$ cat src/rtl/ksa_pkg.sv
// Shared types and helpers for the Kogge-Stone adder result path.
// The result record is what travels through the skid buffer.
package ksa_pkg;

    localparam int unsigned KSA_WIDTH = 32;

    typedef struct packed {
        logic [KSA_WIDTH-1:0] sum;
        logic                 cout;
        logic                 zero;
        logic                 neg;
        logic                 ovf;
    } ksa_result_t;

    typedef struct packed {
        logic zero;
        logic neg;
        logic ovf;
    } ksa_flags_t;

    localparam int unsigned KSA_RESULT_W = $bits(ksa_result_t);

    typedef enum logic [1:0] {
        OCC_EMPTY = 2'd0,
        OCC_ONE   = 2'd1,
        OCC_FULL  = 2'd2
    } occ_e;

    // Signed overflow: both operands share a sign the sum does not.
    function automatic ksa_flags_t ksa_flags(input logic                 a_msb,
                                             input logic                 b_msb,
                                             input logic [KSA_WIDTH-1:0] sum);
        ksa_flags_t f;
        f.zero = ~|sum;
        f.neg  = sum[KSA_WIDTH-1];
        f.ovf  = (a_msb == b_msb) && (sum[KSA_WIDTH-1] != a_msb);
        return f;
    endfunction

endpackage

$ cat src/rtl/ksa_skid_buf.sv
// Generic 2-entry valid/ready buffer; the head register drives the outputs
// directly, and in_ready depends only on registered occupancy.
module ksa_skid_buf
    import ksa_pkg::*;
#(
    parameter int unsigned DATA_W = KSA_RESULT_W
) (
    input  logic              clk_i,
    input  logic              rst_i,
    input  logic              in_valid_i,
    output logic              in_ready_o,
    input  logic [DATA_W-1:0] in_data_i,
    output logic              out_valid_o,
    input  logic              out_ready_i,
    output logic [DATA_W-1:0] out_data_o
);

    occ_e              occ_q;
    logic [DATA_W-1:0] head_q;
    logic [DATA_W-1:0] tail_q;
    logic              push;
    logic              pop;

    assign in_ready_o  = (occ_q != OCC_FULL);
    assign out_valid_o = (occ_q != OCC_EMPTY);
    assign out_data_o  = head_q;
    assign push        = in_valid_i & in_ready_o;
    assign pop         = out_valid_o & out_ready_i;

    // When draining to empty the head is left untouched so outputs hold.
    always_ff @(posedge clk_i) begin
        if (rst_i) begin
            occ_q  <= OCC_EMPTY;
            head_q <= '0;
            tail_q <= '0;
        end else begin
            case (occ_q)
                OCC_EMPTY: begin
                    if (push) begin
                        head_q <= in_data_i;
                        occ_q  <= OCC_ONE;
                    end
                end
                OCC_ONE: begin
                    if (push && pop) begin
                        head_q <= in_data_i;
                    end else if (push) begin
                        tail_q <= in_data_i;
                        occ_q  <= OCC_FULL;
                    end else if (pop) begin
                        occ_q  <= OCC_EMPTY;
                    end
                end
                OCC_FULL: begin
                    if (pop) begin
                        head_q <= tail_q;
                        occ_q  <= OCC_ONE;
                    end
                end
                default: occ_q <= OCC_EMPTY;
            endcase
        end
    end

endmodule

$ cat src/rtl/ksa_result_stage.sv
// Registered result stage after the 32-bit Kogge-Stone adder: flag
// generation, skid buffering and debug counters.
module ksa_result_stage
    import ksa_pkg::*;
#(
    parameter int unsigned WIDTH = KSA_WIDTH,
    parameter int unsigned CNT_W = 16
) (
    input  logic             clk,
    input  logic             rst,
    input  logic             in_valid,
    output logic             in_ready,
    input  logic             a_msb,
    input  logic             b_msb,
    input  logic [WIDTH-1:0] sum,
    input  logic             cout,
    output logic             out_valid,
    input  logic             out_ready,
    output logic [WIDTH-1:0] out_sum,
    output logic             out_cout,
    output logic             out_zero,
    output logic             out_neg,
    output logic             out_ovf,
    output logic [CNT_W-1:0] res_count,
    output logic [CNT_W-1:0] ovf_count
);

    localparam logic [CNT_W-1:0] CNT_ONE = {{(CNT_W-1){1'b0}}, 1'b1};

    ksa_flags_t       flags;
    ksa_result_t      in_rec;
    ksa_result_t      head;
    logic             push;
    logic [CNT_W-1:0] res_cnt_q, res_cnt_d;
    logic [CNT_W-1:0] ovf_cnt_q, ovf_cnt_d;

    assign flags       = ksa_flags(a_msb, b_msb, sum);
    assign in_rec.sum  = sum;
    assign in_rec.cout = cout;
    assign in_rec.zero = flags.zero;
    assign in_rec.neg  = flags.neg;
    assign in_rec.ovf  = flags.ovf;
    assign push        = in_valid & in_ready;

    ksa_skid_buf #(
        .DATA_W (KSA_RESULT_W)
    ) u_skid (
        .clk_i       (clk),
        .rst_i       (rst),
        .in_valid_i  (in_valid),
        .in_ready_o  (in_ready),
        .in_data_i   (in_rec),
        .out_valid_o (out_valid),
        .out_ready_i (out_ready),
        .out_data_o  (head)
    );

    assign out_sum  = head.sum;
    assign out_cout = head.cout;
    assign out_zero = head.zero;
    assign out_neg  = head.neg;
    assign out_ovf  = head.ovf;

    // Result count wraps; overflow count sticks at all-ones.
    always_comb begin
        res_cnt_d = res_cnt_q;
        ovf_cnt_d = ovf_cnt_q;
        if (push) begin
            res_cnt_d = res_cnt_q + CNT_ONE;
            if (flags.ovf && (ovf_cnt_q != '1)) begin
                ovf_cnt_d = ovf_cnt_q + CNT_ONE;
            end
        end
    end

    always_ff @(posedge clk) begin
        if (rst) begin
            res_cnt_q <= '0;
            ovf_cnt_q <= '0;
        end else begin
            res_cnt_q <= res_cnt_d;
            ovf_cnt_q <= ovf_cnt_d;
        end
    end

    assign res_count = res_cnt_q;
    assign ovf_count = ovf_cnt_q;

endmodule

$ cat config.mk
export PLATFORM = sky130hd
export DESIGN_NAME = ksa_result_stage
export DESIGN_NICKNAME = d
export VERILOG_FILES = /design/src/rtl/ksa_pkg.sv /design/src/rtl/ksa_skid_buf.sv /design/src/rtl/ksa_result_stage.sv
export SDC_FILE = /design/constraint.sdc
export NUM_CORES = 1
export LEC_CHECK = 0
export CAP_MARGIN = 20
export CORE_AREA = 8 8 123 125
export DETAILED_ROUTE_END_ITERATION = 8
export DIE_AREA = 0 0 131 133
export PLACE_DENSITY_LB_ADDON = 0.08
export SLEW_MARGIN = 20
export SYNTH_ARGS = -nofsm -noshare
export SYNTH_HDL_FRONTEND = slang
export SYNTH_SLANG_ARGS = --single-unit
export TNS_END_PERCENT = 10
$ cat constraint.sdc
create_clock -name clk -period 2.9 [get_ports clk]
set_input_delay 0.58 -clock clk [delete_from_list [all_inputs] [get_ports clk]]
set_output_delay 0.58 -clock clk [all_outputs]
set_load 0.01 [all_outputs]
# After elaboration in Yosys (flattened, before gate mapping)
# Index checks and enable logic that the tools add are counted.
# Widths: inputs -> output; s select.
[word_totals]
regBits = 106
wordCells = 43
inputBits = 39
output_inout_bits = 70
[op_classes]
mux = 10
n_reduce_logical = 12
add_sub_neg = 2
n_eq_ne = 11
bitwise_logic = 3
[ops]
columns = ["op", "count"]
rows = [
  ["$mux 36", 3],
  ["$pmux 36 s3", 1],
  ["$add 16x1->16 const B", 2],
  ["$reduce_or 32->1", 1],
  ["$ne 16x16->1 const B", 1],
  ["$mux 2", 5],
  ["$reduce_and 4->1", 2],
  ["$ne 2x1->1 const B", 3],
  ["$pmux 2 s3", 1],
  ["$ne 2x2->1 const B", 2],
  ["$logic_and 1x1->1", 3],
  ["$ne 3x1->1 const B", 1],
  ["$reduce_and 3->1", 1],
  ["$reduce_bool 3->1", 1],
  ["$and 1x1->1", 2],
  ["$eq 2x1->1 const B", 1],
  ["$eq 2x2->1 const B", 1],
  ["$logic_not 2->1", 1],
  ["$reduce_and 2->1", 1],
  ["$reduce_bool 2->1", 1],
  ["$eq 1x1->1", 1],
  ["$logic_not 1->1", 1],
  ["$ne 1x1->1", 1],
  ["$not 1->1", 1],
]

# Longest topological paths before layout
[logic_depth]
depth_word = 6
mapped_depth = 7
ltp_nobuf = 6

# Cells and area by module
# From an unflattened synthesis, not the netlist that was laid out.
[hier_totals]
hier_cells = 539
area_unflattened_um2 = 4922.2
[by_module_without_submodules]
columns = ["module", "seq_area_each_um2", "instances", "area_per_inst_um2", "cells_each"]
rows = [
  ["ksa_skid_buf", 1481.4, 1, 3293.2, 342],
  ["ksa_result_stage", 640.6, 1, 1629.1, 197],
]

# Worst setup path before layout
# OpenSTA, ideal clock, no wires.
[synth_path]
path_type = "reg2reg"
startpoint = "register ovf_cnt_q[0], in the netlist ovf_count[0]"
endpoint = "register ovf_cnt_q[13], in the netlist ovf_count[13]"
path_stages_with_launch = 8
path_buffers = 1
required_ns = 2.772
slack_ns = 1.051
setup_ns = 0.128
period_less_slack_ns = 1.849
arrival_ns = 1.722
path_cell_list = "dfxtp_1 -> ha_1 -> and3_1 -> and3_2 -> buf_4 -> a2111oi_2 -> xnor2_1 -> nor2_1"
[synth_via]
elab_chain_len = 3
word_cells_on_any_way = 4
cone_classes = "add/sub: 1; eq/ne: 1; reduce/logical: 2"
[synth_rtl]
columns = ["element", "line_no", "text"]
rows = [
  ["start, declared", "ksa_result_stage.sv:35", "logic [CNT_W-1:0] ovf_cnt_q, ovf_cnt_d;"],
  ["start signal, assigned", "ksa_result_stage.sv:82", "ovf_cnt_q <= ovf_cnt_d;"],
  ["branches (longest 3 deep; another with $add 16x1->16)", "--", ""],
]
# Several ways; the timed one is not identified.
# A chain may end at the register's enable or synchronous reset.

# Final worst setup path
[layout_path]
startpoint = "register u_skid.occ_q[0]"
endpoint = "output port in_ready"
[layout_via]
elab_chain_len = 1
[layout_rtl]
columns = ["element", "line_no", "text"]
rows = [
  ["start, declared", "ksa_skid_buf.sv:18", "occ_e occ_q;"],
  ["start signal, assigned", "ksa_skid_buf.sv:33", "occ_q <= OCC_EMPTY;"],
  ["start signal, assigned", "ksa_skid_buf.sv:41", "occ_q <= OCC_ONE;"],
  ["start signal, assigned", "ksa_skid_buf.sv:49", "occ_q <= OCC_FULL;"],
  ["$ne 2x2->1", "ksa_skid_buf.sv:24", "assign in_ready_o = (occ_q != OCC_FULL);"],
  ["end, declared", "ksa_result_stage.sv:12", "output logic in_ready,"],
]
# No other way between the ends.

==> results_dict.tcl <==
set metrics [dict create \
    slew_headroom 0.5113 \
    fmax_mhz 447.0 \
    ys_types 39 \
    powerDensity_nw_per_um2 518.9 \
    hold_viol_final 0 \
    dp_hpwl_um 8008 \
    syn_inst 512 \
    num_io_pins 109 \
    gp_congestion 0.7623 \
    grt.overflow.total 0 \
    rows 42 \
    cts_tree "built" \
    cp_max_fo 11 \
    hp-start "u_skid.tail_q[6]" \
    netlist_area_sq_um 4503 \
    arrival_ns 1.66 \
    power.total_uw 3137 \
    ys_seq_elements 104 \
    crit_family "buffers and inverters" \
    wire_per_inst_um 15.04 \
    cts_made_buffers 9 \
    port_buffers 108 \
    synth_top_family_by_area "simple AND/OR/NAND/NOR gates" \
    initial_core_util 0.3441 \
    worst_pin_slew_ns 0.7330 \
    synth_compound_area_frac 0.1489 \
    vias 3795 \
    drt-vias-per-instance 4.834 \
    grtUsageTotal 0.1358 \
    worstSetupStartpointType "register" \
    drive_above_1_share 0.06568 \
    grt_pass1_wl_um 19000 \
    routed_wl_um 11810 \
    drv_slew 0 \
    dp_slack_ns 0.4162 \
    cts_root_buf "clkbuf_16" \
    end_kind "output port" \
    ys_seq_area_frac 0.4624 \
    worstPathRequired_ns 2.32 \
    grt_pass1_vias 3752 \
    route.detailed.drc 0 \
    status "finished clean" \
    die_h_um 133 \
    syn_area_per_cell_sq_um 8.795 \
    synth-simple-area-share 0.2167 \
    areaGrowthSynthToFinish_pct 34.26 \
    period_needed_ns 2.237 \
    drt_iter0_drc 180 \
    clk_latency_ns 0.34 \
    p_leak_uw 0.002216 \
    critical_path_class "register to output port" \
    cts_sinks 104 \
    setup-tns-final_ns 0 \
    synthXorXnorAreaFrac 0.04862 \
    synthAdderAreaFrac 0.005557 \
    ctsHoldBuffers 0 \
    period_share 0.7714 \
    nets 646 \
    ant_nets 0 \
    first_pass_iters 4 \
    worst_path_max_delay_cell "clkdlybuf4s50_1" \
    muxShareOfSynthArea 0.08002 \
    worstReg2RegStart "ovf_count[9]" \
    setup-violations-final 0 \
    path_buf_inv 1 \
    rsz0062_at_grt "no" \
    postCtsSetupRepairBufs 0 \
    grt_max_degree 70 \
    final_common_cell "clkdlybuf4s50_1" \
    crit_start "u_skid.occ_q[0]" \
    syn_nets 553 \
    die_area_sq_um 17420 \
    hold_path_class "register to register" \
    ys_warn_count 0 \
    antenna_found_initial 0 \
    ir_drop_mv 0.2919 \
    coreArea_sq_um 13090 \
    path_clk_slew_ns 0.06 \
    cpPeakStageDelay_ns 0.60 \
    path_cells "nand2b_2, clkdlybuf4s50_1" \
    clk_path_buf_depth 2 \
    fillers 1301 \
    fin_ws_ns 0.6629 \
    clock_skew_ns 0.005268 \
    r2r_slack_ns 0.99 \
    antenna_cells 0 \
    final_cell_mix "clkdlybuf4s50_1, dfxtp_1, nand2_1" \
    drv_cap 0 \
    ctsResizeCount 0 \
    htree_num_levels 3 \
    floorplan.die.width_um 131 \
]
==> worst paths after layout <==
path | cells past startpoint | endpoint
min | 2 | u_skid.tail_q[6]
max reg2reg | 5 | ovf_count[7]
min reg2reg | 2 | u_skid.tail_q[6]
max | 2 | in_ready
==> area by class of cell <==
type | count | area, sq um | share of cell area
inverters | 5 | 18.77 | 0.003104
clock inverters | 3 | 42.54 | 0.007036
clock buffers | 12 | 246.5 | 0.04077
repair buffers | 116 | 1164 | 0.1925
well taps | 176 | 220.2 | 0.03642
multi-input cells | 369 | 2272 | 0.3758
flip-flops and latches | 104 | 2082 | 0.3444
==> cells by family after synthesis <==
logic type | Yosys count
buffers and inverters | 39
adder cells (fa/ha/maj) | 2
AO/OA/AOI/OAI | 97
AND/OR/NAND/NOR | 209
multiplexers | 36
flip-flops | 104
XOR/XNOR | 25
==> power breakdown <==
part           switching (uW)  internal [uW]  total (uW)
Sequential               37.0           1490        1530
Clock                     513            688        1200
Combinational             199            209         408
Total                     749           2390        3140
==> Yosys cell counts <==
library cell  count  area (sq um)
o211ai_4          1         21.27
o41ai_1           1         8.760
a21o_1            1         7.510
nor3_1            1         5.000
o21ai_1           1         5.000
a211oi_1         39         292.8
nor3b_4           1         18.77
nand2_1          79         296.5
and4_1            3         26.28
dfxtp_1         104          2082
nor4_1           12         75.07
or2_2             1         6.260
buf_4             4         30.03
and3b_2           1         10.01
o2111ai_4         1         26.28
o21ai_0           3         15.01
a21oi_1          45         225.2
a2111oi_2         4         60.06
o22a_1            1         8.760
nor2_2            1         6.260
or3_1             3         18.77
xnor2_1          19         166.4
xor2_1            6         52.55
and3_1            3         18.77
nand2b_1          3         18.77
inv_1             5         18.77
and3_2            1         7.510
nor2b_1           3         18.77
or4_1             1         7.510
nand3b_1          1         7.510
nand3_1          13         65.06
nor2_1           70         262.8
ha_1              2         25.02
clkbuf_1         23         86.33
buf_2             7         35.03
nor4b_2           3         45.04
mux2i_1          36         360.4
nand4_1           8         50.05
and4_4            1         11.26
==> through the flow <==
stage | instances | utilization | instance area, sq um | hold WS, ns
2_1_floorplan | 512 | - | 4503 | 0.4357
3_3_place_gp | 770 | 0.4400 | 5757 | 0.4408
3_5_place_dp | 770 | 0.4400 | 5757 | 0.4456
4_1_cts | 785 | 0.4620 | 6046 | 0.4548
5_1_grt | 785 | 0.4620 | 6046 | 0.4729
6_report | 785 | 0.4620 | 6046 | 0.4537
==> registers in the layout, indices dropped and copies added, names as in the netlist <==
name and cells:
res_count 16, u_skid.out_data_o 35, u_skid.occ_q 2, ovf_count 16
u_skid.tail_q 35
==> worst register-to-register path, stage by stage (launching register included) <==
cell	delay, ns
dfxtp_1	0.45
nand4_1	0.21
nor2_2	0.61
a21oi_1	0.25
a21o_1	0.23
a21oi_1	0.11
==> routing by layer <==
metal	up-vias	share of wire	global-route usage	routed length [um]
met5	-	0	0	0
met2	75	0.44	0.2089	5242
met4	0	0.019	0.05616	228
li1	1976	-	-	-
met1	1731	0.47	0.1741	5532
met3	13	0.068	0.03616	802
Power figures use the tool's default switching activity.
